<file path="src/rtl/alarm_timeout.sv">
// Two-channel one-shot down-counter sharing one load interface: the alarm channel
// pulses bell for one cycle on expiry, the timeout channel sets a sticky full flag.
module alarm_timeout #(
    parameter int W = 8
) (
    input  logic         clock,
    input  logic         reset,
    input  logic [W-1:0] value,
    input  logic         put,
    output logic         bell,
    output logic         full
);

    typedef enum logic {
        IDLE  = 1'b0,
        ARMED = 1'b1
    } state_t;

    state_t         alarm_state, alarm_state_next;
    state_t         tmo_state, tmo_state_next;
    logic [W-1:0]   alarm_count, alarm_count_next;
    logic [W-1:0]   tmo_count, tmo_count_next;
    logic           alarm_expire, tmo_expire;
    logic           bell_next, full_next;

    // A count of 1 or 0 expires on the next edge, so a load of 0 behaves like 1.
    function automatic logic last_tick(input logic [W-1:0] count);
        return count <= W'(1);
    endfunction

    function automatic logic [W-1:0] dec_count(input logic [W-1:0] count);
        return last_tick(count) ? '0 : count - W'(1);
    endfunction

    always_ff @(posedge clock) begin
        if (reset) begin
            alarm_state <= IDLE;
            tmo_state   <= IDLE;
            alarm_count <= '0;
            tmo_count   <= '0;
            bell        <= 1'b0;
            full        <= 1'b0;
        end else begin
            alarm_state <= alarm_state_next;
            tmo_state   <= tmo_state_next;
            alarm_count <= alarm_count_next;
            tmo_count   <= tmo_count_next;
            bell        <= bell_next;
            full        <= full_next;
        end
    end

    // Alarm channel: a load always wins over an expiry on the same edge.
    always_comb begin
        alarm_state_next = alarm_state;
        alarm_count_next = alarm_count;
        alarm_expire     = 1'b0;
        if (put) begin
            alarm_state_next = ARMED;
            alarm_count_next = value;
        end else if (alarm_state == ARMED) begin
            alarm_count_next = dec_count(alarm_count);
            if (last_tick(alarm_count)) begin
                alarm_state_next = IDLE;
                alarm_expire     = 1'b1;
            end
        end
    end

    always_comb begin
        tmo_state_next = tmo_state;
        tmo_count_next = tmo_count;
        tmo_expire     = 1'b0;
        if (put) begin
            tmo_state_next = ARMED;
            tmo_count_next = value;
        end else if (tmo_state == ARMED) begin
            tmo_count_next = dec_count(tmo_count);
            if (last_tick(tmo_count)) begin
                tmo_state_next = IDLE;
                tmo_expire     = 1'b1;
            end
        end
    end

    // bell lives only on the expiry edge; full holds until the next load.
    always_comb begin
        bell_next = alarm_expire;
        full_next = full;
        if (put) begin
            full_next = 1'b0;
        end else if (tmo_expire) begin
            full_next = 1'b1;
        end
    end

endmodule

</file>
<file path="config.mk">
export PLATFORM = sky130hd
export DESIGN_NAME = alarm_timeout
export DESIGN_NICKNAME = d
export VERILOG_FILES = /design/src/rtl/alarm_timeout.sv
export SDC_FILE = /design/constraint.sdc
export NUM_CORES = 1
export LEC_CHECK = 0
export CAP_MARGIN = 20
export CORE_ASPECT_RATIO = 1.25
export CORE_MARGIN = 5
export CORE_UTILIZATION = 25
export DETAILED_ROUTE_END_ITERATION = 10
export DONT_BUFFER_PORTS = 1
export PLACE_DENSITY_LB_ADDON = 0.15
export SLEW_MARGIN = 30
export SYNTH_ARGS = -nofsm -noshare
export SYNTH_HDL_FRONTEND = slang
export SYNTH_SLANG_ARGS = --single-unit
export TNS_END_PERCENT = 20
</file>
<file path="constraint.sdc">
create_clock -name clock -period 1.83 [get_ports clock]
set_input_delay 0.183 -clock clock [delete_from_list [all_inputs] [get_ports clock]]
set_output_delay 0.183 -clock clock [all_outputs]
set_load 0.005 [all_outputs]
</file>
==> qor.yml, run 1 <==
run_status:
  status: "finished, final reports clean"
clocking:
  cts_buffer_depth: 2
  cts_tree: "done"
  clk_pin_slew_ns: 0.08
  cts-root-buf: "clkbuf_8"
  cts_sinks: 20
  numCtsBuffers: 3
  h-tree-depth: 1
  clk_latency_ns: 0.26
logic_synthesis:
  synth_top_area_frac: 0.3783
  syn-instance-count: 124
  synth_area_leaders: "dfxtp_1 (38%), ha_1 (4.7%), nor2_1 (4.6%), nand2_1 (4.3%), xor2_1 (4.1%)"
  syn_avg_cell_area_um2: 8.536
  ys.flop_type: "dfxtp_1"
  ys_types: 36
  post-synth-top-count-cell: "dfxtp_1"
  synth_edf_count: 0
  async_flop_share: 0
  ys_ff_latch: 20
  yosysWarningCount: 0
  syn-num-nets: 139
  yosys-top-cells-count: "dfxtp_1 (20), nor2_1 (13), nand2_1 (12)"
  syn-cell-area_mm2: 0.001059
  yosys.area.top_type: "dfxtp_1"
  seq_area_frac_synth: 0.3783
sta:
  timing.slew.headroom: 0.6080
  fin_skew_ns: 0.002712
  setup_tns_ns: 0
  drv_slew: 0
  finalCriticalPeriod_ns: 1.772
  fmax_mhz: 564.4
  setup_viol: 0
  rsz0062_at_grt: "no"
  worst_pin_slew_ns: 0.5861
  fin_crit_sh: 0.9681
  hold_violations: 0
  whs_ns: 0.02147
global_route:
  grt_pass1_vias: 975
  grt_pass1_wl_um: 4533
  antenna_found_initial: 0
  grt_max_degree: 19
  grt.total_usage: 0.1085
  grt.overflow.total: 0
detailed_routing:
  vias: 939
  drtIter0Drc: 32
  firstDrtPassIters: 4
  wl_per_cell_um: 14.24
  vias_per_cell: 4.942
  drt.antenna.violating_nets: 0
  routed_wl_um: 2706
  drc: 0
critical_path:
  r2r_end: "alarm_count[6]"
  critical_path_class: "flip-flop to flip-flop"
  cp.arrival_ns: 1.94
  reg2reg_from: "alarm_count[2]"
  path_cells: "or4_4, or4b_1, a311oi_1"
  endpoint_kind: "flip-flop"
  path_buf_inv: 0
  start_kind: "flip-flop"
  cp.required_ns: 2.00
  crit_slowest_cell: "or4_4"
  crit_path_max_incr_delay_ns: 0.56
  worst-r2r-setup-slack_ns: 0.06
  cpLargestDelayFamily: "simple AND/OR/NAND/NOR gates"
  worstPathMaxFanout: 5
  r2r_cells: 3
worst_hold_path:
  hold_class: "input port to flip-flop"
  whs_path_depth: 1
  whs_endpoint: "tmo_count[4]"
  hold_start: "reset"
power_and_ir_drop:
  p_per_area_mw_per_mm2: 933.6
  p_leak_nw: 0.4728
  irDropWorstVdd_v: 0.0005598
finish:
  fill_cells: 471
  antenna_cells: 0
  instances_no_fill: 190
  syn_to_final_growth_pct: 21.63
  drive_gt1_frac: 0.1642
  nNetsFinal: 150
placement:
  io_buffers: 0
  dp_hpwl_um: 2023
  gp_congestion: 0.7911
  dp_cells: 184
floorplanning:
  die_height_um: 82.75
  row_count: 26
  fp.dieW_um: 68.20
  io_pins: 13
  coreArea_mm2: 0.004099
  fp.dieArea_mm2: 0.005644
  initial_core_util: 0.2582
run:
  cap_viol_max_count: 0
through the flow:
step           cell area, um^2    util  power [mW]  setup WS (ns)
3_3_place_gp              1174  0.2863      0.7458       -0.02623
2_1_floorplan             1059       -      0.6877         0.1183
3_5_place_dp              1174  0.2863      0.7444       0.009729
5_1_grt                   1287  0.3141       1.266       0.004138
4_1_cts                   1276  0.3114       1.211        0.04084
6_report                  1287  0.3141       1.202        0.05830
what timing repair did:
action,4_1_cts,5_1_grt
endpoints found under the hold margin,13,0
resized for setup,1,3
buffers inserted,0,0
hold buffers,2,0
setup endpoints to repair,1,2
pin swaps,0,0
worst max path at each step:
| stage | start | depth (start not counted) | end |
|---|---|---|---|
| floorplan | alarm_count[2] | 4 | alarm_count[0] |
| CTS | alarm_count[2] | 5 | alarm_count[0] |
| finish | alarm_count[2] | 3 | alarm_count[6] |
| detailed placement | tmo_count[2] | 4 | tmo_count[6] |
| global placement | tmo_count[2] | 4 | tmo_count[6] |
| global route | tmo_count[2] | 4 | tmo_count[6] |
worst reg2reg max path, delay by kind of cell (launching register included):
kind            cells  cell delay (ns)
compound gates      1             0.26
flops               1             0.35
simple gates        2             1.08
flip-flops by register name, summed over array words and instances (netlist names):
| signal | flops |
|---|---|
| tmo_count | 8 |
| alarm_count | 8 |
| bell | 1 |
| full | 1 |
| alarm_state | 1 |
| tmo_state | 1 |
logic make-up (layout without fill, tap and decap cells):
kind of cell    after synthesis  count (layout)  share of synthesized area
simple gates                 51              51                     0.2553
compound gates               28              28                     0.1891
flops                        20              20                     0.3782
buf+inv                      10              20                    0.03546
xor+xnor                      9               9                    0.07446
fa+ha+maj                     4               4                    0.04728
mux                           2               2                    0.02009
area by class of cell:
type / instances / area (um^2) / share of cell area
Inverter: 6 / 22.52 / 0.01749
Tap cell: 56 / 70.07 / 0.05442
Clock buffer: 3 / 41.29 / 0.03207
Timing Repair Buffer: 10 / 80.08 / 0.06220
Sequential cell: 20 / 401.6 / 0.3120
Multi-Input combinational cell: 94 / 641.9 / 0.4985
Clock inverter: 1 / 30.03 / 0.02332
report_power, final:
group / leakage [nW] / internal [mW] / switching, mW
sequential: 0.166 / 0.471 / 0.0394
combinational: 0.271 / 0.122 / 0.121
clock: 0.0357 / 0.292 / 0.156
layout by cell type, fill, tap and decap left out, types with 2 or more instances in the layout:
master          n
a211oi_1        2
or3_1           4
dfxtp_1        19
dlygate4sd3_1   2
a31oi_1         4
buf_4           8
o32ai_1         3
or4_1           2
ha_1            4
clkbuf_8        3
nor3_1          4
nand3b_1        2
or2_2           4
a21oi_1         6
nor2_1         12
nand2_1        12
o22ai_1         3
xor2_1          5
xnor2_1         4
nor4_1          4
inv_1           6
metal layers:
metal,share of wire,GRT usage
met4,0.010,0.02386
met2,0.52,0.1958
met5,0,0
met1,0.43,0.1212
met3,0.038,0.03654
Note: power is estimated with default switching activity, not from simulation.
==> run 2, diff against run 1 <==
==> constraint.sdc (replaced) <==
create_clock -name clock -period 1.83 [get_ports clock]
set_input_delay 0.2745 -clock clock [delete_from_list [all_inputs] [get_ports clock]]
set_output_delay 0.2745 -clock clock [all_outputs]
set_load 0.005 [all_outputs]
==> run 2 against run 1 <==
- global-route usage shrank 0.47 points
- design area shrank 1.6%
- setup slack gained 0.0010 ns
- highest routed layer unchanged
- count of clock-buffer cells in the layout is the same
- clock power is essentially flat
==> qor.yml, run 2 (synthesis gave the netlist of run 1 again) <==
detailed_routing:
  drc: 0
  drtIter0Drc: 29
  dr_wl_met3_um: 101
  top_layer: "met4"
  drt.antenna.violating_nets: 0
  vias_per_cell: 4.915
  dr_wl_met2_um: 1343
  routed_wl_um: 2597
  met1Wirelength_um: 1125
  wl_per_cell_um: 13.81
  firstDrtPassIters: 4
  vias: 924
critical_path:
  path_buf_inv: 0
  critical_path_class: "flip-flop to flip-flop"
  cpLargestDelayFamily: "simple AND/OR/NAND/NOR gates"
  path_cells: "or4_4, or4b_1, a311oi_1"
  crit_slowest_cell: "or4_4"
  endpoint_kind: "flip-flop"
  start_kind: "flip-flop"
  worstPathMaxFanout: 5
  cp.required_ns: 2.00
  crit_path_max_incr_delay_ns: 0.55
  cp.arrival_ns: 1.94
sta:
  layout_setup_ws_ns: 0.05933
  setup_viol: 0
  hold_violations: 0
  setup_tns_ns: 0
  fin_crit_sh: 0.9676
  drv_slew: 0
  rsz0062_at_grt: "no"
  fin_skew_ns: 0.002968
  fmax_mhz: 564.8
  finalCriticalPeriod_ns: 1.771
  timing.slew.headroom: 0.7452
  worst_pin_slew_ns: 0.3787
finish:
  instances_no_fill: 188
  antenna_cells: 0
  nNetsFinal: 148
  syn_to_final_growth_pct: 19.74
  final_common_cell: "dfxtp_1"
  drive_gt1_frac: 0.1667
  reg_top3: "alarm_count: 8 flops, tmo_count: 8 flops"
  layout_common_cells: "dfxtp_1 (19), nor2_1 (12), nand2_1 (12), buf_4 (8)"
global_route:
  antenna_found_initial: 0
  grt.overflow.total: 0
  grt.total_usage: 0.1037
  grt_pass1_vias: 957
  grt_pass1_wl_um: 4347
  grt_max_degree: 22
floorplanning:
  fp.dieW_um: 68.20
  die_height_um: 82.75
  initial_core_util: 0.2582
  io_pins: 13
  row_count: 26
  coreArea_mm2: 0.004099
  fp.dieArea_mm2: 0.005644
clocking:
  clk_pin_slew_ns: 0.08
  cts_tree: "done"
  cts_sinks: 20
  cts_buffer_depth: 2
  clk_latency_ns: 0.26
  numCtsBuffers: 3
  h-tree-depth: 1
  cts-root-buf: "clkbuf_8"
power_and_ir_drop:
  irDropWorstVdd_v: 0.0005569
  p_leak_nw: 0.4644
  p_per_area_mw_per_mm2: 940.1
placement:
  dp_hpwl_um: 2023
  io_buffers: 0
  gp_congestion: 0.7911
  place_ws_ns: 0.009729
  dp_cells: 184
run_status:
  status: "finished, final reports clean"
run:
  cap_viol_max_count: 0
worst_hold_path:
  hold_class: "input port to flip-flop"
-- run 2: cell count changes in the layout (fill, tap and decap cells not counted) --
cell,before,now
dlygate4sd3_1,2,0
-- run 2: cell type report --
cell class / count / area (um^2)
fill: 475 / 2831
multi-input combinational: 94 / 641.9
sequential: 20 / 401.6
tap: 56 / 70.07
timing repair buffer: 8 / 60.06
clock buffer: 3 / 41.29
clock inverter: 1 / 30.03
inverter: 6 / 22.52
-- run 2: layer usage --
metal | GRT usage | up-vias
met1 | 0.1188 | 440
met4 | 0.02386 | 0
met3 | 0.03518 | 4
met5 | 0 | -
met2 | 0.1832 | 11
li1 | - | 469
-- run 2: where the power goes --
part / internal, mW / total [mW] / switching, mW
combinational: 0.119 / 0.233 / 0.114
sequential: 0.471 / 0.511 / 0.0394
clock: 0.292 / 0.448 / 0.156
-- run 2: path summary, 6_finish.rpt --
| path | slack, ns | cells past startpoint | from | endpoint |
|---|---|---|---|---|
| worst max-delay path | 0.06 | 3 | alarm_count[2] | alarm_count[6] |
| worst max register to register | 0.06 | 3 | alarm_count[2] | alarm_count[6] |
| worst min register to register | 0.50 | 2 | full | full |
| worst min-delay path | 0.07 | 1 | reset | alarm_count[0] |
-- run 2: what timing repair did --
item / in CTS / in global routing
endpoints found under the setup margin: 1 / 2
resized for setup: 1 / 3
hold buffers: 0 / 0
setup buffers: 0 / 0
-- run 2: through the flow --
step	hold slack (ns)	utilization	instance area, um^2	total power [mW]
finish	0.07017	0.3092	1267	1.192
global route	0.05974	0.3092	1267	1.257
CTS	0.06450	0.3065	1256	1.202
detailed placement	0.3484	0.2863	1174	0.7444
global placement	0.3490	0.2863	1174	0.7458
floorplan	0.4410	-	1059	0.6877
